==> config.mk <==
export PLATFORM = sky130hd
export DESIGN_NAME = reg_port_arb_flat
export DESIGN_NICKNAME = d
export VERILOG_FILES = /design/src/rtl/reg_port_arb_pkg.sv /design/src/rtl/reg_port_arb_if.sv /design/src/rtl/reg_port_arb_rr.sv /design/src/rtl/reg_port_arb.sv /design/src/flat_wrapper.sv
export SDC_FILE = /design/constraint.sdc
export NUM_CORES = 1
export LEC_CHECK = 0
export BUFFER_PORTS_ARGS = -buffer_cell sky130_fd_sc_hd__buf_2
export CAP_MARGIN = 20
export CORE_AREA = 4 4 115 95
export DETAILED_ROUTE_END_ITERATION = 12
export DIE_AREA = 0 0 119 99
export PLACE_DENSITY_LB_ADDON = 0.15
export SLEW_MARGIN = 25
export SYNTH_ARGS = -nofsm -noshare
export SYNTH_HDL_FRONTEND = slang
export SYNTH_SLANG_ARGS = --single-unit
==> constraint.sdc <==
create_clock -name clk -period 5 [get_ports clk]
set_input_delay 0.25 -clock clk [delete_from_list [all_inputs] [get_ports clk]]
set_output_delay 0.25 -clock clk [all_outputs]
set_load 0.03 [all_outputs]
==> src/rtl/reg_port_arb_pkg.sv <==
`default_nettype none
// ============================================================================
// Module   : reg_port_arb_pkg
// Purpose  : Shared widths, defaults and channel state encodings.
// Revision : 1.0 - initial release
// ============================================================================
package reg_port_arb_pkg;

  localparam int IDX_W      = 5;
  localparam int DEF_REG_SZ = 32;
  localparam int DEF_TMO    = 15;

  typedef enum logic [1:0] {
    R_IDLE    = 2'd0,
    R_ASSERT  = 2'd1,
    R_RELEASE = 2'd2,
    R_DONE    = 2'd3
  } rd_state_t;

  typedef enum logic [1:0] {
    W_IDLE    = 2'd0,
    W_ASSERT  = 2'd1,
    W_RELEASE = 2'd2,
    W_DONE    = 2'd3
  } wr_state_t;

endpackage
`default_nettype wire

==> src/rtl/reg_port_arb_if.sv <==
`default_nettype none
// ============================================================================
// Module   : reg_port_arb_if
// Purpose  : Requester-side and regfile-side signals of the register port
//            arbiter; slave = arbiter view, master = surrounding logic view.
// Revision : 1.0 - initial release
// ============================================================================
interface reg_port_arb_if import reg_port_arb_pkg::*; #(
  parameter int REG_SZ = DEF_REG_SZ,
  parameter int NRD    = 2
);

  logic [NRD-1:0]       rd_req;
  logic [NRD*IDX_W-1:0] rd_idx;
  logic [NRD-1:0]       rd_done;
  logic [REG_SZ-1:0]    rd_data;

  logic                 wr_req;
  logic [IDX_W-1:0]     wr_idx;
  logic [REG_SZ-1:0]    wr_data;
  logic                 wr_done;

  logic                 rf_re;
  logic [IDX_W-1:0]     rf_r_idx;
  logic                 rf_rack;
  logic [REG_SZ-1:0]    rf_dout;
  logic                 rf_we;
  logic [IDX_W-1:0]     rf_w_idx;
  logic [REG_SZ-1:0]    rf_din;
  logic                 rf_wack;

  logic                 err;
  logic                 busy;

  modport slave (
    input  rd_req, rd_idx, wr_req, wr_idx, wr_data, rf_rack, rf_dout, rf_wack,
    output rd_done, rd_data, wr_done, rf_re, rf_r_idx, rf_we, rf_w_idx, rf_din,
           err, busy
  );

  modport master (
    output rd_req, rd_idx, wr_req, wr_idx, wr_data, rf_rack, rf_dout, rf_wack,
    input  rd_done, rd_data, wr_done, rf_re, rf_r_idx, rf_we, rf_w_idx, rf_din,
           err, busy
  );

endinterface
`default_nettype wire

==> src/rtl/reg_port_arb_rr.sv <==
`default_nettype none
// ============================================================================
// Module   : reg_port_arb_rr
// Purpose  : Round-robin picker; search starts at i_ptr and wraps.
// Revision : 1.0 - initial release
// ============================================================================
module reg_port_arb_rr #(
  parameter int NRD   = 2,
  parameter int PTR_W = 1
) (
  input  logic [NRD-1:0]   i_req,
  input  logic [PTR_W-1:0] i_ptr,
  output logic [NRD-1:0]   o_gnt,
  output logic [PTR_W-1:0] o_gnt_idx,
  output logic             o_vld
);

  int w_j;

  always_comb begin
    o_gnt     = '0;
    o_gnt_idx = '0;
    o_vld     = 1'b0;
    w_j       = 0;
    for (int i = 0; i < NRD; i++) begin
      w_j = int'(i_ptr) + i;
      if (w_j >= NRD) w_j = w_j - NRD;
      for (int k = 0; k < NRD; k++) begin
        if (!o_vld && (k == w_j) && i_req[k]) begin
          o_vld     = 1'b1;
          o_gnt[k]  = 1'b1;
          o_gnt_idx = PTR_W'(k);
        end
      end
    end
  end

endmodule
`default_nettype wire

==> src/rtl/reg_port_arb.sv <==
`default_nettype none
// ============================================================================
// Module   : reg_port_arb
// Purpose  : Arbitrates NRD read requesters and one writer onto a regfile
//            with four-phase ack handshakes and per-channel timeouts.
//            Option macro: REG_PORT_ARB_BYPASS_EN (same-index read served
//            from the pending write data instead of stalling).
// Revision : 1.0 - initial release
// ============================================================================
module reg_port_arb import reg_port_arb_pkg::*; #(
  parameter int REG_SZ = DEF_REG_SZ,
  parameter int NRD    = 2,
  parameter int TMO    = DEF_TMO
) (
  input  logic         clk,
  input  logic         rst,
  reg_port_arb_if.slave bus
);

  localparam int c_ptr_w = (NRD > 1) ? $clog2(NRD) : 1;
  localparam int c_cnt_w = $clog2(TMO + 1);

  rd_state_t          r_rstate, w_rnxt;
  wr_state_t          r_wstate, w_wnxt;

  logic [NRD-1:0]     w_win_gnt;
  logic [c_ptr_w-1:0] w_win_ptr;
  logic               w_win_vld;
  logic [IDX_W-1:0]   w_win_idx;
  logic [c_ptr_w-1:0] r_rptr, w_ptr_nxt;

  logic [NRD-1:0]     r_rgnt;
  logic [IDX_W-1:0]   r_r_idx;
  logic [REG_SZ-1:0]  r_rcap, r_rd_data, w_rdata_nxt;
  logic [c_cnt_w-1:0] r_rcnt, r_wcnt;
  logic               w_rcnt_exp, w_wcnt_exp;
  logic               w_rgo, w_cap_en, w_rdata_ld, w_rtmo;

  logic               w_wgo, w_wtmo;
  logic [IDX_W-1:0]   r_w_idx;
  logic [REG_SZ-1:0]  r_w_din;
  logic               r_err;

  logic               w_wr_fly, w_hit_pend, w_hit_fly, w_hazard;

  reg_port_arb_rr #(.NRD(NRD), .PTR_W(c_ptr_w)) u_rr (
    .i_req     (bus.rd_req),
    .i_ptr     (r_rptr),
    .o_gnt     (w_win_gnt),
    .o_gnt_idx (w_win_ptr),
    .o_vld     (w_win_vld)
  );

  always_comb begin
    w_win_idx = '0;
    for (int k = 0; k < NRD; k++) begin
      if (w_win_gnt[k]) w_win_idx = bus.rd_idx[k*IDX_W +: IDX_W];
    end
  end

  assign w_ptr_nxt = (w_win_ptr == c_ptr_w'(NRD - 1)) ? '0 : w_win_ptr + 1'b1;

  // A read must not overtake a write to the same register that is waiting or mid-handshake
  assign w_wr_fly   = (r_wstate == W_ASSERT) || (r_wstate == W_RELEASE);
  assign w_hit_pend = (r_wstate == W_IDLE) && bus.wr_req && (bus.wr_idx == w_win_idx);
  assign w_hit_fly  = w_wr_fly && (r_w_idx == w_win_idx);
  assign w_hazard   = w_hit_pend || w_hit_fly;

`ifdef REG_PORT_ARB_BYPASS_EN
  logic [REG_SZ-1:0] w_byp_data;
  assign w_byp_data = w_hit_fly ? r_w_din : bus.wr_data;
`endif

  assign w_rcnt_exp = (r_rcnt == c_cnt_w'(TMO - 1));
  assign w_wcnt_exp = (r_wcnt == c_cnt_w'(TMO - 1));

  always_ff @(posedge clk or negedge rst) begin
    if (!rst) begin
      r_rstate <= R_IDLE;
      r_wstate <= W_IDLE;
    end else begin
      r_rstate <= w_rnxt;
      r_wstate <= w_wnxt;
    end
  end

  always_comb begin
    w_rnxt      = r_rstate;
    w_rgo       = 1'b0;
    w_cap_en    = 1'b0;
    w_rdata_ld  = 1'b0;
    w_rdata_nxt = '0;
    w_rtmo      = 1'b0;
    case (r_rstate)
      R_IDLE: begin
        if (w_win_vld) begin
          if (w_win_idx == '0) begin
            w_rgo      = 1'b1;
            w_rdata_ld = 1'b1;
            w_rnxt     = R_DONE;
          end else if (w_hazard) begin
`ifdef REG_PORT_ARB_BYPASS_EN
            w_rgo       = 1'b1;
            w_rdata_ld  = 1'b1;
            w_rdata_nxt = w_byp_data;
            w_rnxt      = R_DONE;
`endif
          end else begin
            w_rgo  = 1'b1;
            w_rnxt = R_ASSERT;
          end
        end
      end
      R_ASSERT: begin
        if (bus.rf_rack) begin
          w_cap_en = 1'b1;
          w_rnxt   = R_RELEASE;
        end else if (w_rcnt_exp) begin
          w_rtmo     = 1'b1;
          w_rdata_ld = 1'b1;
          w_rnxt     = R_DONE;
        end
      end
      R_RELEASE: begin
        if (!bus.rf_rack) begin
          w_rdata_ld  = 1'b1;
          w_rdata_nxt = r_rcap;
          w_rnxt      = R_DONE;
        end else if (w_rcnt_exp) begin
          w_rtmo     = 1'b1;
          w_rdata_ld = 1'b1;
          w_rnxt     = R_DONE;
        end
      end
      default: w_rnxt = R_IDLE;
    endcase
  end

  always_comb begin
    w_wnxt = r_wstate;
    w_wgo  = 1'b0;
    w_wtmo = 1'b0;
    case (r_wstate)
      W_IDLE: begin
        if (bus.wr_req) begin
          if (bus.wr_idx == '0) begin
            w_wnxt = W_DONE;
          end else begin
            w_wgo  = 1'b1;
            w_wnxt = W_ASSERT;
          end
        end
      end
      W_ASSERT: begin
        if (bus.rf_wack) begin
          w_wnxt = W_RELEASE;
        end else if (w_wcnt_exp) begin
          w_wtmo = 1'b1;
          w_wnxt = W_DONE;
        end
      end
      W_RELEASE: begin
        if (!bus.rf_wack) begin
          w_wnxt = W_DONE;
        end else if (w_wcnt_exp) begin
          w_wtmo = 1'b1;
          w_wnxt = W_DONE;
        end
      end
      default: w_wnxt = W_IDLE;
    endcase
  end

  always_ff @(posedge clk or negedge rst) begin
    if (!rst) begin
      r_rptr    <= '0;
      r_rgnt    <= '0;
      r_r_idx   <= '0;
      r_rcap    <= '0;
      r_rd_data <= '0;
      r_rcnt    <= '0;
      r_w_idx   <= '0;
      r_w_din   <= '0;
      r_wcnt    <= '0;
      r_err     <= 1'b0;
    end else begin
      if (w_rgo) begin
        r_rgnt  <= w_win_gnt;
        r_r_idx <= w_win_idx;
        r_rptr  <= w_ptr_nxt;
      end
      if (w_cap_en)   r_rcap    <= bus.rf_dout;
      if (w_rdata_ld) r_rd_data <= w_rdata_nxt;
      // Each handshake phase gets its own TMO-cycle budget
      if (w_rnxt != r_rstate)
        r_rcnt <= '0;
      else if ((r_rstate == R_ASSERT) || (r_rstate == R_RELEASE))
        r_rcnt <= r_rcnt + 1'b1;
      if (w_wgo) begin
        r_w_idx <= bus.wr_idx;
        r_w_din <= bus.wr_data;
      end
      if (w_wnxt != r_wstate)
        r_wcnt <= '0;
      else if (w_wr_fly)
        r_wcnt <= r_wcnt + 1'b1;
      r_err <= w_rtmo | w_wtmo;
    end
  end

  assign bus.rf_re    = (r_rstate == R_ASSERT);
  assign bus.rf_r_idx = r_r_idx;
  assign bus.rd_done  = (r_rstate == R_DONE) ? r_rgnt : '0;
  assign bus.rd_data  = r_rd_data;
  assign bus.rf_we    = (r_wstate == W_ASSERT);
  assign bus.rf_w_idx = r_w_idx;
  assign bus.rf_din   = r_w_din;
  assign bus.wr_done  = (r_wstate == W_DONE);
  assign bus.err      = r_err;
  assign bus.busy     = (r_rstate != R_IDLE) || (r_wstate != W_IDLE);

endmodule
`default_nettype wire

==> src/flat_wrapper.sv <==
// flat-port wrapper written by rule: the top's interface ports become plain ports
module reg_port_arb_flat import reg_port_arb_pkg::*;
#(
  parameter int REG_SZ = DEF_REG_SZ,
  parameter int NRD    = 2,
  parameter int TMO    = DEF_TMO
)
  (clk, rst, bus_rd_req, bus_rd_idx, bus_wr_req, bus_wr_idx, bus_wr_data, bus_rf_rack, bus_rf_dout, bus_rf_wack, bus_rd_done, bus_rd_data, bus_wr_done, bus_rf_re, bus_rf_r_idx, bus_rf_we, bus_rf_w_idx, bus_rf_din, bus_err, bus_busy);
  reg_port_arb_if #(.REG_SZ(REG_SZ), .NRD(NRD)) bus_i ();
  input  logic clk;
  input  logic rst;
  input wire logic [$bits(bus_i.rd_req)-1:0] bus_rd_req;
  input wire logic [$bits(bus_i.rd_idx)-1:0] bus_rd_idx;
  input wire logic [$bits(bus_i.wr_req)-1:0] bus_wr_req;
  input wire logic [$bits(bus_i.wr_idx)-1:0] bus_wr_idx;
  input wire logic [$bits(bus_i.wr_data)-1:0] bus_wr_data;
  input wire logic [$bits(bus_i.rf_rack)-1:0] bus_rf_rack;
  input wire logic [$bits(bus_i.rf_dout)-1:0] bus_rf_dout;
  input wire logic [$bits(bus_i.rf_wack)-1:0] bus_rf_wack;
  output wire logic [$bits(bus_i.rd_done)-1:0] bus_rd_done;
  output wire logic [$bits(bus_i.rd_data)-1:0] bus_rd_data;
  output wire logic [$bits(bus_i.wr_done)-1:0] bus_wr_done;
  output wire logic [$bits(bus_i.rf_re)-1:0] bus_rf_re;
  output wire logic [$bits(bus_i.rf_r_idx)-1:0] bus_rf_r_idx;
  output wire logic [$bits(bus_i.rf_we)-1:0] bus_rf_we;
  output wire logic [$bits(bus_i.rf_w_idx)-1:0] bus_rf_w_idx;
  output wire logic [$bits(bus_i.rf_din)-1:0] bus_rf_din;
  output wire logic [$bits(bus_i.err)-1:0] bus_err;
  output wire logic [$bits(bus_i.busy)-1:0] bus_busy;
  assign bus_i.rd_req = bus_rd_req;
  assign bus_i.rd_idx = bus_rd_idx;
  assign bus_i.wr_req = bus_wr_req;
  assign bus_i.wr_idx = bus_wr_idx;
  assign bus_i.wr_data = bus_wr_data;
  assign bus_i.rf_rack = bus_rf_rack;
  assign bus_i.rf_dout = bus_rf_dout;
  assign bus_i.rf_wack = bus_rf_wack;
  assign bus_rd_done = bus_i.rd_done;
  assign bus_rd_data = bus_i.rd_data;
  assign bus_wr_done = bus_i.wr_done;
  assign bus_rf_re = bus_i.rf_re;
  assign bus_rf_r_idx = bus_i.rf_r_idx;
  assign bus_rf_we = bus_i.rf_we;
  assign bus_rf_w_idx = bus_i.rf_w_idx;
  assign bus_rf_din = bus_i.rf_din;
  assign bus_err = bus_i.err;
  assign bus_busy = bus_i.busy;
  reg_port_arb #(.REG_SZ(REG_SZ), .NRD(NRD), .TMO(TMO)) u_core (.clk(clk), .rst(rst), .bus(bus_i));
endmodule
==> results of run 1 <==
[cells by family (layout without fill, tap and decap cells)]
logic type                 Yosys count  count (layout)
xor gates and xnor gates            17              17
adders and majority gates           14              14
DFF                                122             122
and+or+nand+nor                     58              58
buffers and inverters               29             215
muxes                               75              75
AOI/OAI and AO/OA                   70              70
[per-stage QoR]
stage | cells | area [um^2]
global placement | 674 | 6250
floorplan | 385 | 5280
CTS | 705 | 6880
finish | 707 | 6920
global route | 707 | 6920
detailed placement | 674 | 6250
[registers in the layout, summed over array words and instances (netlist names)]
signal / cells
u_core.r_wstate: 2
u_core.r_rcnt: 4
u_core.bus.rf_w_idx: 5
u_core.bus.rd_data: 32
u_core.bus.rf_r_idx: 5
u_core.r_rgnt: 2
u_core.r_rcap: 32
u_core.r_wcnt: 4
u_core.bus.err: 1
u_core.r_rstate: 2
u_core.bus.rf_din: 32
u_core.r_rptr: 1
[where the power goes]
part           internal, mW  leakage [nW]  switching (mW)  total, mW
Clock                 0.908         0.308           0.416       1.32
Combinational         0.880          1.58            1.36       2.24
Sequential             1.47          1.50           0.295       1.76
Total                  3.25          3.38            2.07       5.32
[worst min-delay path by stage]
| stage | from | to | slack (ps) | depth (start not counted) |
|---|---|---|---|---|
| final | bus_rf_dout[26] | u_core.r_rcap[26] | 70 | 2 |
| after detailed placement | rst | u_core.r_rptr | 450 | 1 |
| after floorplan | rst | u_core.bus.err | -50 | 0 |
| after global placement | rst | u_core.bus.rf_din[10] | 440 | 1 |
| after CTS | rst | u_core.bus.rf_r_idx[2] | 20 | 1 |
| after global routing | bus_rf_dout[14] | u_core.r_rcap[14] | 60 | 2 |
[final cells by class]
type | count | area [um^2]
flip-flops and latches | 122 | 3050
fillers | 677 | 2730
multi-input cells | 234 | 2120
repair buffers | 171 | 893
clock buffers | 24 | 472
well taps | 136 | 170
clock inverters | 7 | 164
inverters | 13 | 48.8
[per-layer routing]
layer	part of all wire (%)	wire, um	up-vias	global-route usage, %
met1	43	5340	1908	27.7
met3	7.5	946	18	8.26
met5	0.095	12	-	0
met2	48	6080	158	36.0
met4	1.5	183	2	6.86
li1	-	-	1759	-
[placed cells by master, fill, tap and decap left out, types with 2 or more instances in the layout]
cell       count
a31o_2         2
o2bb2ai_1      4
nor3_1         8
a32oi_2        3
and3_1         2
o21ai_0        3
dfrtp_1      122
nand3_1        4
inv_1         13
nand4_1        3
buf_2        165
ha_1          14
nand2_1       11
a31oi_1        2
nor2b_1        6
bufinv_16      5
xnor2_1       11
clkbuf_1       5
a21oi_1        6
clkbuf_8       2
nor2_1        12
clkbuf_16     17
mux2i_1        4
buf_4          4
a32o_1         3
mux2_4         2
xor2_1         6
o211ai_1       2
and2_1         2
mux2_2        69
a22o_1        32
[synth_stat cells, types with 5 or more instances]
master	count
inv_1	13
clkbuf_1	12
nor2b_1	6
xor2_1	6
ha_1	14
nand3_1	5
nor2_1	12
a21oi_1	6
dfrtp_1	122
nand2_1	12
nor3_1	8
a22o_1	32
xnor2_1	11
mux2_2	69
==> impl_metrics.toml, run 1 <==
[outcome]
status = "finished, final reports clean"

[detailed_routing]
drc = 0
via_count = 3845
wire_per_inst_um = 17.8
ant_nets = 0
drt_iter0_markers = 212
drt-total-wl_mm = 12.6
vias_per_cell = 5.44
dr.pass1.iters = 4

[synthesis]
seq_area_frac_synth_pct = 57.8
syn-num-nets = 485
synthMuxAreaShare_pct = 16.1
synthesis.area_um2 = 5280
async_reset_ff_share_pct = 100
synth_xor_area_share_pct = 2.82
synth-simple-area-share_pct = 5.88
syn_avg_cell_area_um2 = 13.7
synth_top_area_share_pct = 57.8
synthFlopType = "dfrtp_1"
synth-edff-count = 0
synth_top_family_by_area = "multiplexers"
synth_area_leaders = "dfrtp_1, mux2_2, a22o_1"
synthCells = 385
ys_warn_count = 0
synth-compound-area-share_pct = 11.9
yosysTopAreaCell = "dfrtp_1"
yosys.area_share.adder_pct = 3.32
netlist-cell-type-count = 49
synth.ff_latch_count = 122

[timing]
postLayoutSetupSlackWorst_ps = 2090
report.final.slew_viol_count = 0
fmax_ghz = 0.344
slew_headroom_pct = 38.1
finalHoldViolations = 0
min_period_ps = 2910
holdWs_ps = 68.6
setup_viol = 0
period_share_pct = 58.1
worst_clock_skew_ps = 14.3
grt_setup_unrepaired = "false"
setup_tns_ps = 0
tightest_slew_ps = 928

[power]
finalPower_mw = 5.32
power.leakage_nw = 3.38
irDropWorstVdd_v = 0.000392
power_density_nw_per_um2 = 769

[final_layout]
drive_gt1_share_pct = 49.2
n_antenna_cell = 0
area_growth_pct = 31.2
final_nets = 659
utilization_pct = 71.7

[worst_setup_path]
cp-startpoint = "u_core.r_rptr"
timing.rr.end = "u_core.bus.rd_data[22]"
crit_slowest_cell = "nand2_2"
crit_path_start_kind = "flop"
critPathMaxStageDelay_ps = 550
cp.required_ps = 5290
endpoint_kind = "flop"
path_max_fanout = 32
arrival_ps = 3190
rr_worst_depth = 6
critPathKind = "reg2reg"
rrSetupSlack_ps = 2090
critPathBufInv = 0
crit_family = "compound AO/OA/AOI/OAI gates"
crit_end = "u_core.bus.rd_data[22]"
crit_chain = "nand2b_4 > a32oi_1 > nand4_1 > o21ai_0 > nand2_2 > a22o_1"
cp.depth = 6
r2r-start = "u_core.r_rptr"

[die]
coreArea_um2 = 9650
die_height_um = 99
row_count = 32
top_level_ports = 167
fp.dieArea_um2 = 11800
fp.dieW_um = 119
initial_core_util_pct = 54.7

[placement]
routabilityCongestion = 0.869
post-dp-hpwl_mm = 8.61
port_buffers = 166
dp_worst_setup_slack_ps = 2240

[flow_run]
maxCapViolCount = 0

[grt]
grt_usage_pct = 22.1
grt_pass1_vias = 4059
overflow = 0
grt_first_pass_wirelength_mm = 20.6
antenna_found_initial = 1
grt_max_degree = 75

[cts]
cts_hold_buffers = 0
clkSinkCount = 122
cts-root-buf = "clkbuf_16"
htree_levels = 4
path_clk_slew_ps = 50
cts_setup_buffers = 0
ctsResizeCount = 0
cts_buffers = 17
cts_tree = "done"
clk_latency_ps = 410
clk_path_buf_depth = 2

[min_path]
hold_path.class = "in2reg"
(Power assumes the default switching activity.)
==> run 2: changes to the inputs <==
CORE_AREA = 4 4 125 103   (was 4 4 115 95)
DIE_AREA = 0 0 129 107   (was 0 0 119 99)
clock period = 2.4 ns   (was 5 ns; I/O delays follow)
==> impl_metrics.toml, run 2 (same netlist as run 1, synthesis figures left out) <==
[detailed_routing]
drc = 0
ant_nets = 0
drt_iter0_markers = 160
dr.pass1.iters = 5
vias_per_cell = 5.09
drt-total-wl_mm = 13.3
via_count = 4091
wire_per_inst_um = 16.5

[timing]
finalHoldViolations = 0
period_share_pct = 98.3
grt_setup_unrepaired = "true"
fmax_ghz = 0.424
slew_headroom_pct = 64.9
min_period_ps = 2360
tightest_slew_ps = 526
setup_viol = 0
worst_clock_skew_ps = 7.30
report.final.slew_viol_count = 0
holdWs_ps = 46.3

[final_layout]
fin_area_um2 = 7800
area_growth_pct = 47.9
n_antenna_cell = 0
final_nets = 743
final_common_cell = "buf_2"
final_cell_mix = "buf_2, dfrtp_1, mux2_2, dlygate4sd3_1, a22o_1"
finalNonFillerCells = 804
utilization_pct = 68.0
drive_gt1_share_pct = 46.6
fillers = 820

[placement]
placed_area_um2 = 6380
dp.cells = 698
post-dp-hpwl_mm = 8.70
port_buffers = 166
routabilityCongestion = 0.869

[grt]
grt_usage_pct = 19.5
grt_first_pass_wirelength_mm = 21.4
antenna_found_initial = 0
grt_max_degree = 47
grt_pass1_vias = 4275
overflow = 0

[die]
fp.dieW_um = 129
top_level_ports = 167
initial_core_util_pct = 46.0
die_height_um = 107
row_count = 35
coreArea_um2 = 11500
fp.dieArea_um2 = 13800

[outcome]
status = "finished, final reports clean"

[worst_setup_path]
crit_family = "compound AO/OA/AOI/OAI gates"
crit_chain = "nand2b_4 > a32oi_4 > xnor2_1 > nor4_2 > a31oi_2 > a31oi_4 > mux2_4"
critPathMaxStageDelay_ps = 430
path_max_fanout = 7
endpoint_kind = "flop"
arrival_ps = 2650
critPathBufInv = 0
cp.required_ps = 2690
rr_worst_depth = 7
rrSetupSlack_ps = 40
timing.rr.end = "u_core.r_rgnt[0]"
crit_path_start_kind = "flop"
critPathKind = "reg2reg"
r2r-start = "u_core.r_rptr"
crit_slowest_cell = "dfrtp_1"

[cts]
cts_buffers = 17
clkSinkCount = 122
cts_tree = "done"
htree_levels = 4
path_clk_slew_ps = 60
clk_latency_ps = 400
clk_path_buf_depth = 2
cts-root-buf = "clkbuf_16"

[flow_run]
maxCapViolCount = 0

[power]
finalPower_mw = 11.2
power.leakage_nw = 3.74
irDropWorstVdd_v = 0.000996
power_density_nw_per_um2 = 1440

[min_path]
hold_path.class = "in2reg"
min_to = "u_core.bus.rf_w_idx[3]"
hold_path.startpoint = "bus_wr_idx[3]"
whs_path_depth = 2
[run 2: cell types whose count changed in the layout (fill, tap and decap cells not counted), moves of 2 or more]
| cell | previous run | this run |
|---|---|---|
| clkbuf_1 | 5 | 1 |
| buf_12 | 0 | 2 |
| inv_6 | 0 | 2 |
| dlygate4sd3_1 | 1 | 69 |
| buf_4 | 4 | 18 |
| clkinvlp_4 | 0 | 4 |
| a32oi_2 | 3 | 0 |
| a32oi_4 | 1 | 4 |
| clkbuf_8 | 2 | 0 |
[run 2: worst max-delay path by stage]
| stage | start | slack [ps] | cells past startpoint | endpoint |
|---|---|---|---|---|
| 2_1_floorplan | u_core.r_rstate[1] | 60 | 9 | u_core.bus.rd_data[10] |
| 3_3_place_gp | u_core.r_rptr | 130 | 7 | u_core.r_rptr |
| 3_5_place_dp | u_core.r_rptr | 20 | 7 | u_core.r_rgnt[0] |
| 4_1_cts | u_core.r_rptr | 20 | 7 | u_core.r_rptr |
| 5_1_grt | u_core.r_rptr | -100 | 7 | u_core.r_rptr |
| 6_report | u_core.r_rptr | 40 | 7 | u_core.r_rgnt[0] |
[run 2: what timing repair did]
| action | CTS | global route |
|---|---|---|
| hold endpoints to repair | 105 | 0 |
| buffers inserted | 0 | 5 |
| hold buffers | 69 | 0 |
| pin swaps | 1 | 7 |
| resized for setup | 1 | 10 |
| endpoints found under the setup margin | 2 | 29 |
[run 2: final cells by class]
class | count | area (um^2) | area share, %
well taps | 148 | 185 | 2.37
clock buffers | 18 | 429 | 5.50
clock inverters | 14 | 195 | 2.50
flip-flops and latches | 122 | 3050 | 39.1
multi-input cells | 234 | 2190 | 28.1
repair buffers | 255 | 1700 | 21.8
inverters | 13 | 48.8 | 0.625
[run 2: stage by stage]
| stage | TNS, ps | worst slack [ps] |
|---|---|---|
| final | 0 | 41.1 |
| after global placement | 0 | 128 |
| after detailed placement | 0 | 18.6 |
| after CTS | 0 | 19.1 |
| after global routing | -409 | -100 |
| after floorplan | 0 | 61.1 |
[run 2: per-layer routing]
metal  routed length (um)  vias to the layer above  track usage [%]
met5                    0                        -                0
met4                   99                        0             4.87
met3                  897                        9             6.03
met2                 6390                      135             31.9
met1                 5900                     2030             25.3
li1                     -                     1917                -
[run 2: power by group]
| group | internal, mW | switching (mW) | leakage, nW |
|---|---|---|---|
| clock network | 1.74 | 0.945 | 0.293 |
| logic | 2.03 | 2.88 | 1.95 |
| registers | 3.05 | 0.595 | 1.50 |
| total | 6.82 | 4.42 | 3.74 |
==> run 3: changes to the inputs <==
CORE_AREA = 4 4 127 105   (was 4 4 125 103)
DIE_AREA = 0 0 131 109   (was 0 0 129 107)
SYNTH_HIERARCHICAL = 1   (was unset)
==> impl_metrics.toml, run 3 <==
[die]
fp.dieArea_um2 = 14300
top_level_ports = 167
initial_core_util_pct = 46.4
row_count = 36
coreArea_um2 = 12000
die_height_um = 109
fp.dieW_um = 131

[flow_run]
maxCapViolCount = 0

[synthesis]
seq_area_frac_synth_pct = 54.7
async_reset_ff_share_pct = 100
yosysMostFrequentCell = "dfrtp_1"
ys_warn_count = 6
syn-num-nets = 541
synth-edff-count = 0
synth_top_area_share_pct = 54.7
ys_top_cells_by_count = "dfrtp_1, mux2_2, a22o_1, nand2_1"
netlist-cell-type-count = 61
synthFlopType = "dfrtp_1"
synthesis.area_um2 = 5580
syn_avg_cell_area_um2 = 12.7
synth_area_leaders = "dfrtp_1, mux2_2, a22o_1"
synthCells = 440
yosysTopAreaCell = "dfrtp_1"
synth.ff_latch_count = 122

[timing]
min_period_ps = 2280
period_share_pct = 94.9
slew_headroom_pct = 55.9
postLayoutSetupSlackWorst_ps = 122
finalHoldViolations = 0
worst_clock_skew_ps = 6.78
fmax_ghz = 0.439
tightest_slew_ps = 662
grt_setup_unrepaired = "false"
report.final.slew_viol_count = 0
setup_tns_ps = 0
setup_viol = 0

[final_layout]
final_nets = 792
final_cell_mix = "buf_2, dfrtp_1, mux2_2"
n_antenna_cell = 0
area_growth_pct = 42.9
final_common_cell = "buf_2"
finalNonFillerCells = 856
drive_gt1_share_pct = 43.3
utilization_pct = 66.3

[worst_setup_path]
crit_path_start_kind = "flop"
path_max_fanout = 8
endpoint_kind = "flop"
arrival_ps = 2570
cp.required_ps = 2690
critPathKind = "reg2reg"
rrSetupSlack_ps = 120

[min_path]
hold_path.class = "in2reg"

[grt]
grt_max_degree = 123
overflow = 0
grt_pass1_vias = 4642
antenna_found_initial = 0
grt_first_pass_wirelength_mm = 22.6
grt_usage_pct = 20.2

[detailed_routing]
drc = 0
wire_per_inst_um = 16.1
vias_per_cell = 5.16
dr.pass1.iters = 4
drt-total-wl_mm = 13.8
via_count = 4415
ant_nets = 0
drt_iter0_markers = 281

[placement]
post-dp-hpwl_mm = 9.03
dp_worst_setup_slack_ps = 36.8
port_buffers = 166
dp.cells = 757
routabilityCongestion = 0.992

[cts]
cts_buffers = 17
htree_levels = 4
cts_tree = "done"
clk_latency_ps = 410
path_clk_slew_ps = 50
clk_path_buf_depth = 2
cts-root-buf = "clkbuf_16"
clkSinkCount = 122

[outcome]
status = "finished, final reports clean"

[power]
power.leakage_nw = 3.83
power_density_nw_per_um2 = 1380
irDropWorstVdd_v = 0.000823
[run 3: changes by cell type after synthesis, moves of 4 or more]
cell       previous run  this run
o2bb2ai_1             4         0
nand2b_1              1         5
a21oi_1               6        16
nand2_1              12        22
o21ai_0               3         7
buf_2                 0         4
nor2b_1               6         2
[run 3: kinds of logic (layout without fill, tap and decap cells)]
| kind of cell | Yosys count | in the layout | share of synthesized area [%] |
|---|---|---|---|
| fa+ha+maj | 15 | 15 | 3.36 |
| mux | 73 | 73 | 14.8 |
| simple gates | 85 | 85 | 8.57 |
| buf+inv | 36 | 300 | 2.85 |
| flops | 122 | 122 | 54.7 |
| compound gates | 96 | 96 | 13.7 |
| xor+xnor | 13 | 13 | 2.04 |
[run 3: final timing paths]
kind                                    from                endpoint  cells after the start
max in group asynchronous                rst   u_core/bus.rf_din[27]                      3
max reg2reg                    u_core/r_rptr  u_core/bus.rf_r_idx[4]                      9
max                            u_core/r_rptr  u_core/bus.rf_r_idx[4]                      9
min in group asynchronous                rst  u_core/bus.rf_w_idx[0]                      3
min reg2reg                u_core/r_rcap[26]  u_core/bus.rd_data[26]                      1
min                            bus_rd_idx[5]  u_core/bus.rf_r_idx[0]                      3
[run 3: metrics by stage]
| step | instance area (um^2) | power [mW] | hold WS, ps |
|---|---|---|---|
| floorplan | 5580 | 6.91 | -176 |
| global placement | 6680 | 8.20 | 266 |
| detailed placement | 6680 | 8.33 | 274 |
| CTS | 7940 | 11.0 | 11.7 |
| global route | 7970 | 11.7 | 31.8 |
| finish | 7970 | 11.0 | 32.9 |
[run 3: what timing repair did]
action	in CTS	in global routing
hold buffers	66	0
setup endpoints to repair	0	5
endpoints found under the hold margin	187	0
buffers inserted	0	1
resized for setup	0	6
[run 3: routing by layer]
metal,share of wire (%),track usage (%),up-vias,routed length [um]
met4,1.0,7.05,0,143
met3,5.8,5.44,13,793
li1,-,-,2125,-
met2,48,32.2,128,6600
met1,45,26.8,2149,6240
met5,0,0,-,0
[run 3: layout make-up]
cell class	instances	area [um^2]
fillers	914	4050
clock inverters	12	146
well taps	152	190
repair buffers	252	1670
clock buffers	20	457
multi-input cells	282	2400
flip-flops and latches	122	3050
inverters	16	60.1
[run 3: where the power goes]
| part | total (mW) | internal [mW] | switching, mW | leakage, nW |
|---|---|---|---|---|
| registers | 3.51 | 2.98 | 0.532 | 1.50 |
| logic | 4.91 | 2.03 | 2.87 | 2.04 |
| clock network | 2.58 | 1.68 | 0.903 | 0.292 |
| total | 11.0 | 6.69 | 4.31 | 3.83 |
[run 3: worst max-delay path, stage by stage, from the launching register on]
cell      delay [ps]
dfrtp_1          390
inv_1             80
a21boi_1          60
buf_4            160
nor2b_4          120
a221o_1          360
nor4_4           370
a31oi_4          140
and2_4           190
mux2_4           290
